File: config.mk
export PLATFORM = sky130hd
export DESIGN_NAME = csa_accumulator
export DESIGN_NICKNAME = d
export VERILOG_FILES = /design/src/rtl/csa_accumulator.sv
export SDC_FILE = /design/constraint.sdc
export NUM_CORES = 1
export LEC_CHECK = 0
export ABC_AREA = 1
export BUFFER_PORTS_ARGS = -buffer_cell sky130_fd_sc_hd__buf_4
export CAP_MARGIN = 0
export CORE_MARGIN = 2
export CORE_UTILIZATION = 40
export CTS_BUF_LIST = sky130_fd_sc_hd__clkbuf_8
export CTS_CLUSTER_DIAMETER = 120
export DETAILED_ROUTE_END_ITERATION = 8
export GPL_TIMING_DRIVEN = 0
export PLACE_DENSITY = 0.58
export SLEW_MARGIN = 20
export SYNTH_ARGS = -nofsm -noshare
export SYNTH_HDL_FRONTEND = slang
export SYNTH_SLANG_ARGS = --single-unit
File: constraint.sdc
create_clock -name clk -period 2.7 [get_ports clk]
set_clock_uncertainty 0.1 [all_clocks]
set_input_delay 0.405 -clock clk [delete_from_list [all_inputs] [get_ports clk]]
set_output_delay 0.405 -clock clk [all_outputs]
set_load 0.005 [all_outputs]
File: src/rtl/csa_accumulator.sv
// Streaming accumulator: running total kept in carry-save form, one full-adder row per operand,
// resolved by a single ripple-carry pass when the batch's last operand has been folded in.
module csa_accumulator #(
  parameter int WIDTH = 4,
  parameter int ACC_W = 6,
  parameter int CNT_W = 4
) (
  input  logic             clk,
  input  logic             rst_n,
  input  logic             in_valid,
  output logic             in_ready,
  input  logic [WIDTH-1:0] A,
  input  logic             in_last,
  output logic             out_valid,
  input  logic             out_ready,
  output logic [ACC_W-1:0] S,
  output logic             Cout,
  output logic [CNT_W-1:0] N
);

  typedef enum logic [1:0] {ACCUM, RESOLVE, DONE} state_e;

  state_e           state_q;
  logic [ACC_W-1:0] sum_q, carry_q;
  logic             ovf_q;
  logic [CNT_W-1:0] cnt_q;
  logic [ACC_W-1:0] s_q;
  logic             cout_q;
  logic [CNT_W-1:0] n_q;

  logic [ACC_W-1:0] a_ext;
  logic [ACC_W-1:0] sum_d, maj_d, carry_d;
  logic             ovf_d;
  logic [CNT_W-1:0] cnt_d;
  logic [ACC_W:0]   res_d;

  function automatic logic [ACC_W:0] ripple_add(input logic [ACC_W-1:0] x,
                                                input logic [ACC_W-1:0] y);
    logic [ACC_W-1:0] s;
    logic             c;
    c = 1'b0;
    s = '0;
    for (int i = 0; i < ACC_W; i++) begin
      s[i] = x[i] ^ y[i] ^ c;
      c    = (x[i] & y[i]) | (c & (x[i] ^ y[i]));
    end
    return {c, s};
  endfunction

  // One 3:2 compressor row; the carry shifted out of the top bit is worth 2^ACC_W.
  always_comb begin
    a_ext   = ACC_W'(A);
    sum_d   = a_ext ^ sum_q ^ carry_q;
    maj_d   = (a_ext & sum_q) | (a_ext & carry_q) | (sum_q & carry_q);
    carry_d = {maj_d[ACC_W-2:0], 1'b0};
    ovf_d   = ovf_q | maj_d[ACC_W-1];
    cnt_d   = (cnt_q == {CNT_W{1'b1}}) ? cnt_q : cnt_q + 1'b1;
    res_d   = ripple_add(sum_q, carry_q);
  end

  always_ff @(posedge clk or negedge rst_n) begin
    if (!rst_n) begin
      state_q <= ACCUM;
      sum_q   <= '0;
      carry_q <= '0;
      ovf_q   <= 1'b0;
      cnt_q   <= '0;
      s_q     <= '0;
      cout_q  <= 1'b0;
      n_q     <= '0;
    end else begin
      case (state_q)
        ACCUM: begin
          if (in_valid) begin
            sum_q   <= sum_d;
            carry_q <= carry_d;
            ovf_q   <= ovf_d;
            cnt_q   <= cnt_d;
            if (in_last) state_q <= RESOLVE;
          end
        end
        RESOLVE: begin
          s_q     <= res_d[ACC_W-1:0];
          cout_q  <= ovf_q | res_d[ACC_W];
          n_q     <= cnt_q;
          state_q <= DONE;
        end
        DONE: begin
          // Results stay on S/Cout/N after the handshake until the next resolve.
          if (out_ready) begin
            sum_q   <= '0;
            carry_q <= '0;
            ovf_q   <= 1'b0;
            cnt_q   <= '0;
            state_q <= ACCUM;
          end
        end
        default: state_q <= ACCUM;
      endcase
    end
  end

  assign in_ready  = (state_q == ACCUM);
  assign out_valid = (state_q == DONE);
  assign S         = s_q;
  assign Cout      = cout_q;
  assign N         = n_q;

endmodule

==> flow_summary.ini, run 1 <==
[sta]
timing.fmax_mhz = 409.4
rsz0062_at_grt = false
layout_min_cycle_time_ps = 2443
slew_headroom_pct = 74.43
period_share_pct = 90.48
setup_ws_ps = 257.1
tightest_slew_ps = 383.6
finalHoldViolCount = 0
finalSetupTns_ps = 0
finalSetupViolations = 0
slew_viol_final = 0

[cts]
cts.sinks = 29
cts_buffer_depth = 2
cts.root.buffer_cell = clkbuf_8
path_clk_slew_ps = 60
h-tree-depth = 2
cts_buffers = 5
insertion_delay_ps = 270
postCtsSetupBuffers = 0
cts_tree = yes

[worst_setup_path]
worstPathMaxFanout = 2
timing.critical_path.from = sum_q[1]$_DFFE_PN0P_
critPathKind = reg2reg
required_ps = 2810
endpoint = S[5]$_DFFE_PN0N_
r2r_cells = 9
rrSetupSlack_ps = 260
cp_data_arrival_time_ps = 2550
r2r-start = sum_q[1]$_DFFE_PN0P_
regToRegEndpoint = S[5]$_DFFE_PN0N_
start_kind = flip-flop
worstSetupEndpointType = flip-flop

[route]
vias = 1040
drc_errors = 0
vias_per_cell = 4.502
drt_pass1_iterations = 4
wl_per_cell_um = 12.10
ant_nets = 0
wirelength_mm = 2.795
dr.first_iter.drc_count = 49

[synth]
synth_nets = 175
yosysSeqAreaShare_pct = 48.90
syn-cell-area_um2 = 1484
synth_top_area_cell = dfrtp_1
yosysWarnings = 0
ys_types = 21
synth_area_leaders = dfrtp_1, nand2_1, fa_1, inv_1, o21ai_2
syn_inst = 154
synth_top_area_share_pct = 48.90
syn_avg_cell_area_um2 = 9.636
synth.ff_latch_count = 29

[pwr]
power_density_nw_per_um2 = 977.8
clkPwrFrac_pct = 20.1
p_sw_w = 0.0006267
swShare_pct = 35.65
power_frac_comb_pct = 37.1
seqPwrFrac_pct = 42.8
leakage_nw = 0.9380
worst_ir_drop_vdd_v = 0.0003274
p_int_w = 0.001131

[worst_hold_path]
holdCritPathClass = in2reg

[die]
die_area_um2 = 4213
rows = 22
ios = 22
die_h_um = 64.91
fp.dieW_um = 64.91
coreArea_um2 = 3606
start_util_pct = 41.15

[outcome]
status = finished, final reports clean

[grt]
grt_pass1_wl_mm = 4.843
grt_overflow = 0
grtUsageTotal_pct = 15.88
grt_max_degree = 30
grt_pass1_vias = 1012
antenna_found_initial = 0

[place]
dp_hpwl_mm = 2.048
dp_slack_ps = 251.5
place_inst = 223
gp_congestion = 0.7425
portBuffers = 21

[run]
drv_cap = 0

[cells_and_area]
num-nets-final = 204
area_growth_pct = 21.16
diodes = 0
drive_gt1_share_pct = 28.42
final-instance-count-excl-fill = 231
[cell usage in the layout (no fill, tap or decap), types with 2 or more instances in the layout]
master	Yosys	final
nand2_1	49	49
dfrtp_1	29	29
inv_1	22	23
buf_4	0	21
o21ai_2	9	9
nor2_1	7	7
fa_1	7	7
clkbuf_8	0	6
ha_1	5	5
nor2_2	4	4
o21ai_1	4	4
inv_2	3	3
nand2_2	2	2
buf_6	2	2
o22ai_2	2	2
nand4_1	2	2
[critical path: stages, from the launching register on]
cell     delay, ps
dfrtp_1        380
ha_1           210
inv_1           70
fa_1           160
inv_1           50
fa_1           370
fa_1           390
inv_1           90
fa_1           430
o21ai_1        130
[cells by family (layout without fill, tap and decap cells)]
kind of cell | count (synthesis) | count (layout) | share of synthesized area [%]
buffers and inverters | 27 | 56 | 7.841
and+or+nand+nor | 68 | 68 | 19.65
adders and majority gates | 12 | 12 | 13.66
AOI/OAI and AO/OA | 18 | 18 | 9.949
DFF | 29 | 29 | 48.90
[area by class of cell]
class                           instances  area (um^2)
Fill cell                             370         1808
Buffer                                  2        22.52
Multi-Input combinational cell         98        641.9
Clock inverter                          1        3.754
Inverter                               25        93.84
Timing Repair Buffer                   22        167.7
Tap cell                               48        60.06
Clock buffer                            6        82.58
Sequential cell                        29        725.7
[per-stage QoR]
step	util [%]	cell area (um^2)	total power, W	hold slack (ps)
2_1_floorplan	-	1484	0.001154	9.409
3_3_place_gp	47.19	1702	0.001391	248.6
3_5_place_dp	47.19	1702	0.001422	256.1
4_1_cts	49.86	1798	0.001789	231.4
5_1_grt	49.86	1798	0.001926	231.9
6_report	49.86	1798	0.001758	239.6
[flip-flops by register name, summed over array words and instances (netlist names)]
name / cells
sum_q: 6
Cout: 1
state_q: 2
cnt_q: 4
ovf_q: 1
S: 6
carry_q: 5
N: 4
[worst min path at each step]
stage,from,to,depth (start not counted)
final,out_ready,ovf_q$_DFFE_PN0P_,2
after global routing,out_ready,ovf_q$_DFFE_PN0P_,2
after CTS,out_ready,ovf_q$_DFFE_PN0P_,2
after detailed placement,rst_n,S[1]$_DFFE_PN0N_,1
after global placement,rst_n,S[1]$_DFFE_PN0N_,1
after floorplan,rst_n,Cout$_DFFE_PN0N_,0
[cells in the mapped netlist]
library cell,count
nand2_1,49
dfrtp_1,29
inv_1,22
o21ai_2,9
fa_1,7
nor2_1,7
ha_1,5
nor2_2,4
o21ai_1,4
inv_2,3
buf_6,2
nand2_2,2
nand4_1,2
o22ai_2,2
a22oi_2,1
a31oi_1,1
nand3_1,1
nand3_2,1
nor2_4,1
nor3_1,1
o21ai_0,1
[power by group through the flow]
stage | clock network [W] | logic, W | registers, W
detailed placement | 0 | 0.000662 | 0.000760
global placement | 0 | 0.000642 | 0.000749
global route | 0.000390 | 0.000757 | 0.000779
CTS | 0.000367 | 0.000668 | 0.000754
floorplan | 0 | 0.000412 | 0.000743
finish | 0.000354 | 0.000652 | 0.000752
[layer usage]
| metal | track usage [%] | vias to the layer above | wire length [um] |
|---|---|---|---|
| met4 | 8.777 | 0 | 81 |
| met3 | 5.208 | 5 | 110 |
| met2 | 24.74 | 19 | 1398 |
| met5 | 0 | - | 0 |
| li1 | - | 530 | - |
| met1 | 19.33 | 486 | 1203 |
[repair_timing]
action                                 in CTS  in global routing
endpoints found under the hold margin      29                  0
hold buffers                                1                  0
resized for setup                           0                  0
Note: power is estimated with default switching activity, not from simulation.
==> run 2, diff against run 1 <==
--- a/config.mk
+++ b/config.mk
@@ -9,12 +9,12 @@
 export BUFFER_PORTS_ARGS = -buffer_cell sky130_fd_sc_hd__buf_4
 export CAP_MARGIN = 0
 export CORE_MARGIN = 2
-export CORE_UTILIZATION = 40
-export CTS_BUF_LIST = sky130_fd_sc_hd__clkbuf_8
+export CORE_UTILIZATION = 47
+export CTS_BUF_LIST = sky130_fd_sc_hd__clkbuf_16
 export CTS_CLUSTER_DIAMETER = 120
 export DETAILED_ROUTE_END_ITERATION = 8
 export GPL_TIMING_DRIVEN = 0
-export PLACE_DENSITY = 0.58
+export PLACE_DENSITY = 0.67
 export SLEW_MARGIN = 20
 export SYNTH_ARGS = -nofsm -noshare
 export SYNTH_HDL_FRONTEND = slang
==> run 2 against run 1 <==
Effect of this change:
- core utilization up 11 points
- sequential power about the same
- worst hold slack better by 7.3 ps
- critical path depth unchanged
- non-clock buffer count unchanged
- power up 8.0%
- routed wire length down 5.0%
- sequential share of layout area down 0.91 points
- global-route usage up 2.1 points
- largest power group unchanged
==> flow_summary.ini, run 2 (synthesis gave the netlist of run 1 again) <==
[cts]
cts.root.buffer_cell = clkbuf_16
cts.sinks = 29
cts_tree = yes
cts_buffers = 5
postCtsSetupBuffers = 0
cts_buffer_depth = 2
h-tree-depth = 2
path_clk_slew_ps = 50
insertion_delay_ps = 270

[cells_and_area]
final_util_pct = 60.74
final_common_cell = nand2_1
diodes = 0
area_growth_pct = 23.95
drive_gt1_share_pct = 27.87
num-nets-final = 204
stdcell_area_um2 = 1839
layout_common_cells = nand2_1, dfrtp_1, inv_1, buf_4, o21ai_2
nFillCells = 271

[worst_setup_path]
critPathKind = reg2reg
start_kind = flip-flop
crit_cells = 9
cp_top_family = adder cells
required_ps = 2800
cp_data_arrival_time_ps = 2520
r2r_cells = 9
worst-path-buf-inv = 3
cp_cell_sequence = ha_1 > inv_1 > fa_1 > inv_1 > fa_1 > fa_1 > inv_1 > fa_1 > o21ai_1
crit_slowest_cell = fa_1
worstSetupEndpointType = flip-flop
critPathMaxStageDelay_ps = 420
crit_top_cell = fa_1
worstPathMaxFanout = 2

[pwr]
clkPwrFrac_pct = 26.2
power_frac_comb_pct = 34.3
power_density_nw_per_um2 = 1033
seqPwrFrac_pct = 39.5
swShare_pct = 33.58
p_int_w = 0.001261
p_sw_w = 0.0006377
worst_ir_drop_vdd_v = 0.0005308
power_w = 0.001899
leakage_nw = 0.9581

[route]
drc_errors = 0
dr.first_iter.drc_count = 31
wl_per_cell_um = 11.69
wirelength_mm = 2.654
vias_per_cell = 4.665
drt_pass1_iterations = 4
ant_nets = 0
vias = 1059

[sta]
timing.fmax_mhz = 412.5
tightest_slew_ps = 370.3
finalSetupViolations = 0
slew_viol_final = 0
slew_headroom_pct = 75.31
period_share_pct = 89.80
finalSetupTns_ps = 0
layout_min_cycle_time_ps = 2424
whs_ps = 246.9
finalHoldViolCount = 0
rsz0062_at_grt = false

[die]
die_area_um2 = 3623
ios = 22
die_h_um = 60.19
rows = 20
coreArea_um2 = 3028
fp.dieW_um = 60.19
start_util_pct = 49.01

[place]
portBuffers = 21
gp_congestion = 0.7737
placed_area_um2 = 1697
dp_hpwl_mm = 1.939

[outcome]
status = finished, final reports clean

[worst_hold_path]
holdPathStages = 2
holdCritPathClass = in2reg

[run]
drv_cap = 0

[grt]
grtUsageTotal_pct = 18.02
antenna_found_initial = 0
grt_max_degree = 30
grt_overflow = 0
grt_pass1_wl_mm = 4.698
grt_pass1_vias = 1105
[run 2: layout make-up]
type                    instances  area, um^2  area share, %
flip-flops and latches         29       725.7          39.46
multi-input cells              98       641.9          34.90
repair buffers                 22       167.7          9.116
clock buffers                   5       125.1          6.803
inverters                      25       93.84          5.102
well taps                      44       55.05          2.993
plain buffers                   2       22.52          1.224
clock inverters                 2       7.507         0.4082
[run 2: power by group through the flow]
| stage | Sequential, W | Combinational, W | Clock [W] |
|---|---|---|---|
| 2_1_floorplan | 0.000743 | 0.000412 | 0 |
| 3_3_place_gp | 0.000748 | 0.000638 | 0 |
| 3_5_place_dp | 0.000756 | 0.000658 | 0 |
| 4_1_cts | 0.000751 | 0.000666 | 0.000507 |
| 5_1_grt | 0.000775 | 0.000773 | 0.000529 |
| 6_report | 0.000750 | 0.000651 | 0.000498 |
[run 2: final timing paths]
kind / endpoint / slack (ps) / from
max: S[5]$_DFFE_PN0N_ / 280 / sum_q[1]$_DFFE_PN0P_
min: ovf_q$_DFFE_PN0P_ / 250 / out_ready
max reg2reg: S[5]$_DFFE_PN0N_ / 280 / sum_q[1]$_DFFE_PN0P_
min in group asynchronous: S[1]$_DFFE_PN0N_ / 490 / rst_n
max in group asynchronous: cnt_q[1]$_DFFE_PN0P_ / 1730 / rst_n
min reg2reg: N[2]$_DFFE_PN0N_ / 380 / N[2]$_DFFE_PN0N_
[run 2: what timing repair did]
| action | in CTS | in global routing |
|---|---|---|
| hold endpoints to repair | 29 | 0 |
| hold buffers | 1 | 0 |
| resized for setup | 0 | 0 |
[run 2: metal layers]
layer	vias up	routed length [um]	part of all wire [%]	track usage, %
li1	529	-	-	-
met3	6	133	5.0	6.061
met4	0	30	1.1	6.667
met2	22	1278	48	29.97
met1	502	1211	46	21.56
met5	-	0	0	0
[run 2: per-stage QoR]
stage | std cells | worst slack (ps)
5_1_grt | 227 | 123.4
4_1_cts | 227 | 255.3
3_3_place_gp | 219 | 294.8
3_5_place_dp | 219 | 278.4
2_1_floorplan | 154 | 434.9
6_report | 227 | 275.5
==> run 3, diff against run 2 <==
--- a/config.mk
+++ b/config.mk
@@ -10,7 +10,7 @@
 export CAP_MARGIN = 0
 export CORE_MARGIN = 2
 export CORE_UTILIZATION = 47
-export CTS_BUF_LIST = sky130_fd_sc_hd__clkbuf_16
+export CTS_BUF_LIST = sky130_fd_sc_hd__clkbuf_4 sky130_fd_sc_hd__clkbuf_8
 export CTS_CLUSTER_DIAMETER = 120
 export DETAILED_ROUTE_END_ITERATION = 8
 export GPL_TIMING_DRIVEN = 0
==> run 3 against run 2 <==
Effect of this change:
- sequential power hardly changed
- clock power is 45% lower
- largest power group unchanged
- worst setup slack better by 4.8 ps
- final area is 4.0% lower
- routed wire length is 2.6% lower
- count of clock-buffer cells in the layout is 2 higher
- sequential cell count stayed put
- power is 12% lower
- critical path depth stayed put
- core utilization is 2.4 points lower
- via count stayed put
- critical path type unchanged
- register-to-register slack hardly changed
==> flow_summary.ini, run 3 (synthesis gave the netlist of run 1 again) <==
[route]
wirelength_mm = 2.584
ant_nets = 0
wl_per_cell_um = 11.38
drt_pass1_iterations = 4
vias = 1059
drc_errors = 0
dr.first_iter.drc_count = 48
vias_per_cell = 4.665

[run]
drv_cap = 0

[cells_and_area]
final_common_cell = nand2_1
layout_common_cells = nand2_1, dfrtp_1, inv_1, buf_4, o21ai_2
num-nets-final = 204
area_growth_pct = 18.97
nFillCells = 282
drive_gt1_share_pct = 28.96
diodes = 0

[grt]
grt_pass1_wl_mm = 4.623
grtUsageTotal_pct = 18.02
antenna_found_initial = 0
grt_max_degree = 30
grt_pass1_vias = 1093
grt_overflow = 0

[cts]
cts.root.buffer_cell = clkbuf_4
postCtsSetupBuffers = 0
cts_tree = yes
h-tree-depth = 2
cts.sinks = 29
insertion_delay_ps = 330
cts_buffers = 5
cts_buffer_depth = 2
path_clk_slew_ps = 90

[worst_setup_path]
timing.critical_path.from = sum_q[1]$_DFFE_PN0P_
regToRegEndpoint = S[5]$_DFFE_PN0N_
r2r_cells = 9
cp_data_arrival_time_ps = 2580
start_kind = flip-flop
required_ps = 2860
worstPathMaxFanout = 2
critPathKind = reg2reg
worstSetupEndpointType = flip-flop
rrSetupSlack_ps = 280
r2r-start = sum_q[1]$_DFFE_PN0P_
endpoint = S[5]$_DFFE_PN0N_

[sta]
rsz0062_at_grt = false
tightest_slew_ps = 361.9
finalSetupViolations = 0
finalHoldViolCount = 0
timing.fmax_mhz = 413.3
layout_min_cycle_time_ps = 2420
slew_headroom_pct = 75.87
slew_viol_final = 0
period_share_pct = 89.62
finalSetupTns_ps = 0

[place]
gp_congestion = 0.7737
portBuffers = 21
dp_hpwl_mm = 1.939

[die]
coreArea_um2 = 3028
fp.dieW_um = 60.19
rows = 20
ios = 22
die_area_um2 = 3623
die_h_um = 60.19
start_util_pct = 49.01

[pwr]
power_density_nw_per_um2 = 945.9
worst_ir_drop_vdd_v = 0.0003973
power_w = 0.001670
leakage_nw = 0.9243

[outcome]
status = finished, final reports clean

[worst_hold_path]
holdCritPathClass = in2reg
run 3: cell types whose count changed in the layout (fill, tap and decap cells not counted):
| cell | previous run | this run |
|---|---|---|
| clkbuf_4 | 0 | 6 |
| inv_1 | 23 | 22 |
| clkbuf_16 | 5 | 0 |
| clkinv_1 | 1 | 0 |
| clkbuf_8 | 0 | 1 |
run 3: worst min-delay path by stage:
stage	from	end	slack [ps]	cells past startpoint
final	out_ready	ovf_q$_DFFE_PN0P_	180	2
after CTS	out_ready	ovf_q$_DFFE_PN0P_	170	2
after global placement	rst_n	S[1]$_DFFE_PN0N_	250	1
after floorplan	rst_n	Cout$_DFFE_PN0N_	9	0
after detailed placement	rst_n	S[1]$_DFFE_PN0N_	250	1
after global routing	out_ready	ovf_q$_DFFE_PN0P_	170	2
run 3: cell type report:
class | instances | area, um^2 | share of cell area (%)
sequential | 29 | 725.7 | 41.11
multi-input combinational | 98 | 641.9 | 36.36
timing repair buffer | 22 | 167.7 | 9.497
inverter | 25 | 93.84 | 5.315
clock buffer | 7 | 58.81 | 3.331
tap | 44 | 55.05 | 3.118
buffer | 2 | 22.52 | 1.276
run 3: what timing repair did:
item / 4_1_cts / 5_1_grt
endpoints found under the hold margin: 29 / 0
resized for setup: 0 / 0
endpoints found under the setup margin: 0 / 0
hold buffers: 1 / 0
run 3: power breakdown:
group          switching, W  internal [W]
clock              0.000140      0.000133
combinational      0.000328      0.000321
sequential         0.000137      0.000611
run 3: critical path: stages, from the launching register on:
cell and delay, ps:
dfrtp_1 390, ha_1 200, inv_1 70, fa_1 160, inv_1 50, fa_1 380, fa_1 370, inv_1 80
fa_1 420, o21ai_1 130
run 3: metrics by stage:
step	setup slack (ps)	cell area [um^2]	hold WS (ps)	utilization (%)	instances
CTS	253.6	1765	170.0	58.31	227
detailed placement	278.4	1697	249.8	56.03	219
global placement	294.8	1697	246.4	56.03	219
global route	102.5	1765	170.8	58.31	227
floorplan	434.9	1484	9.409	-	154
finish	280.3	1765	181.5	58.31	227
run 3: routing by layer:
metal / up-vias / share of wire, % / wire length (um) / GRT usage (%)
met1: 495 / 45 / 1170 / 21.42
li1: 532 / - / - / -
met3: 7 / 5.1 / 132 / 6.061
met4: 0 / 2.2 / 57 / 8.571
met5: - / 0 / 0 / 0
met2: 25 / 47 / 1224 / 29.19
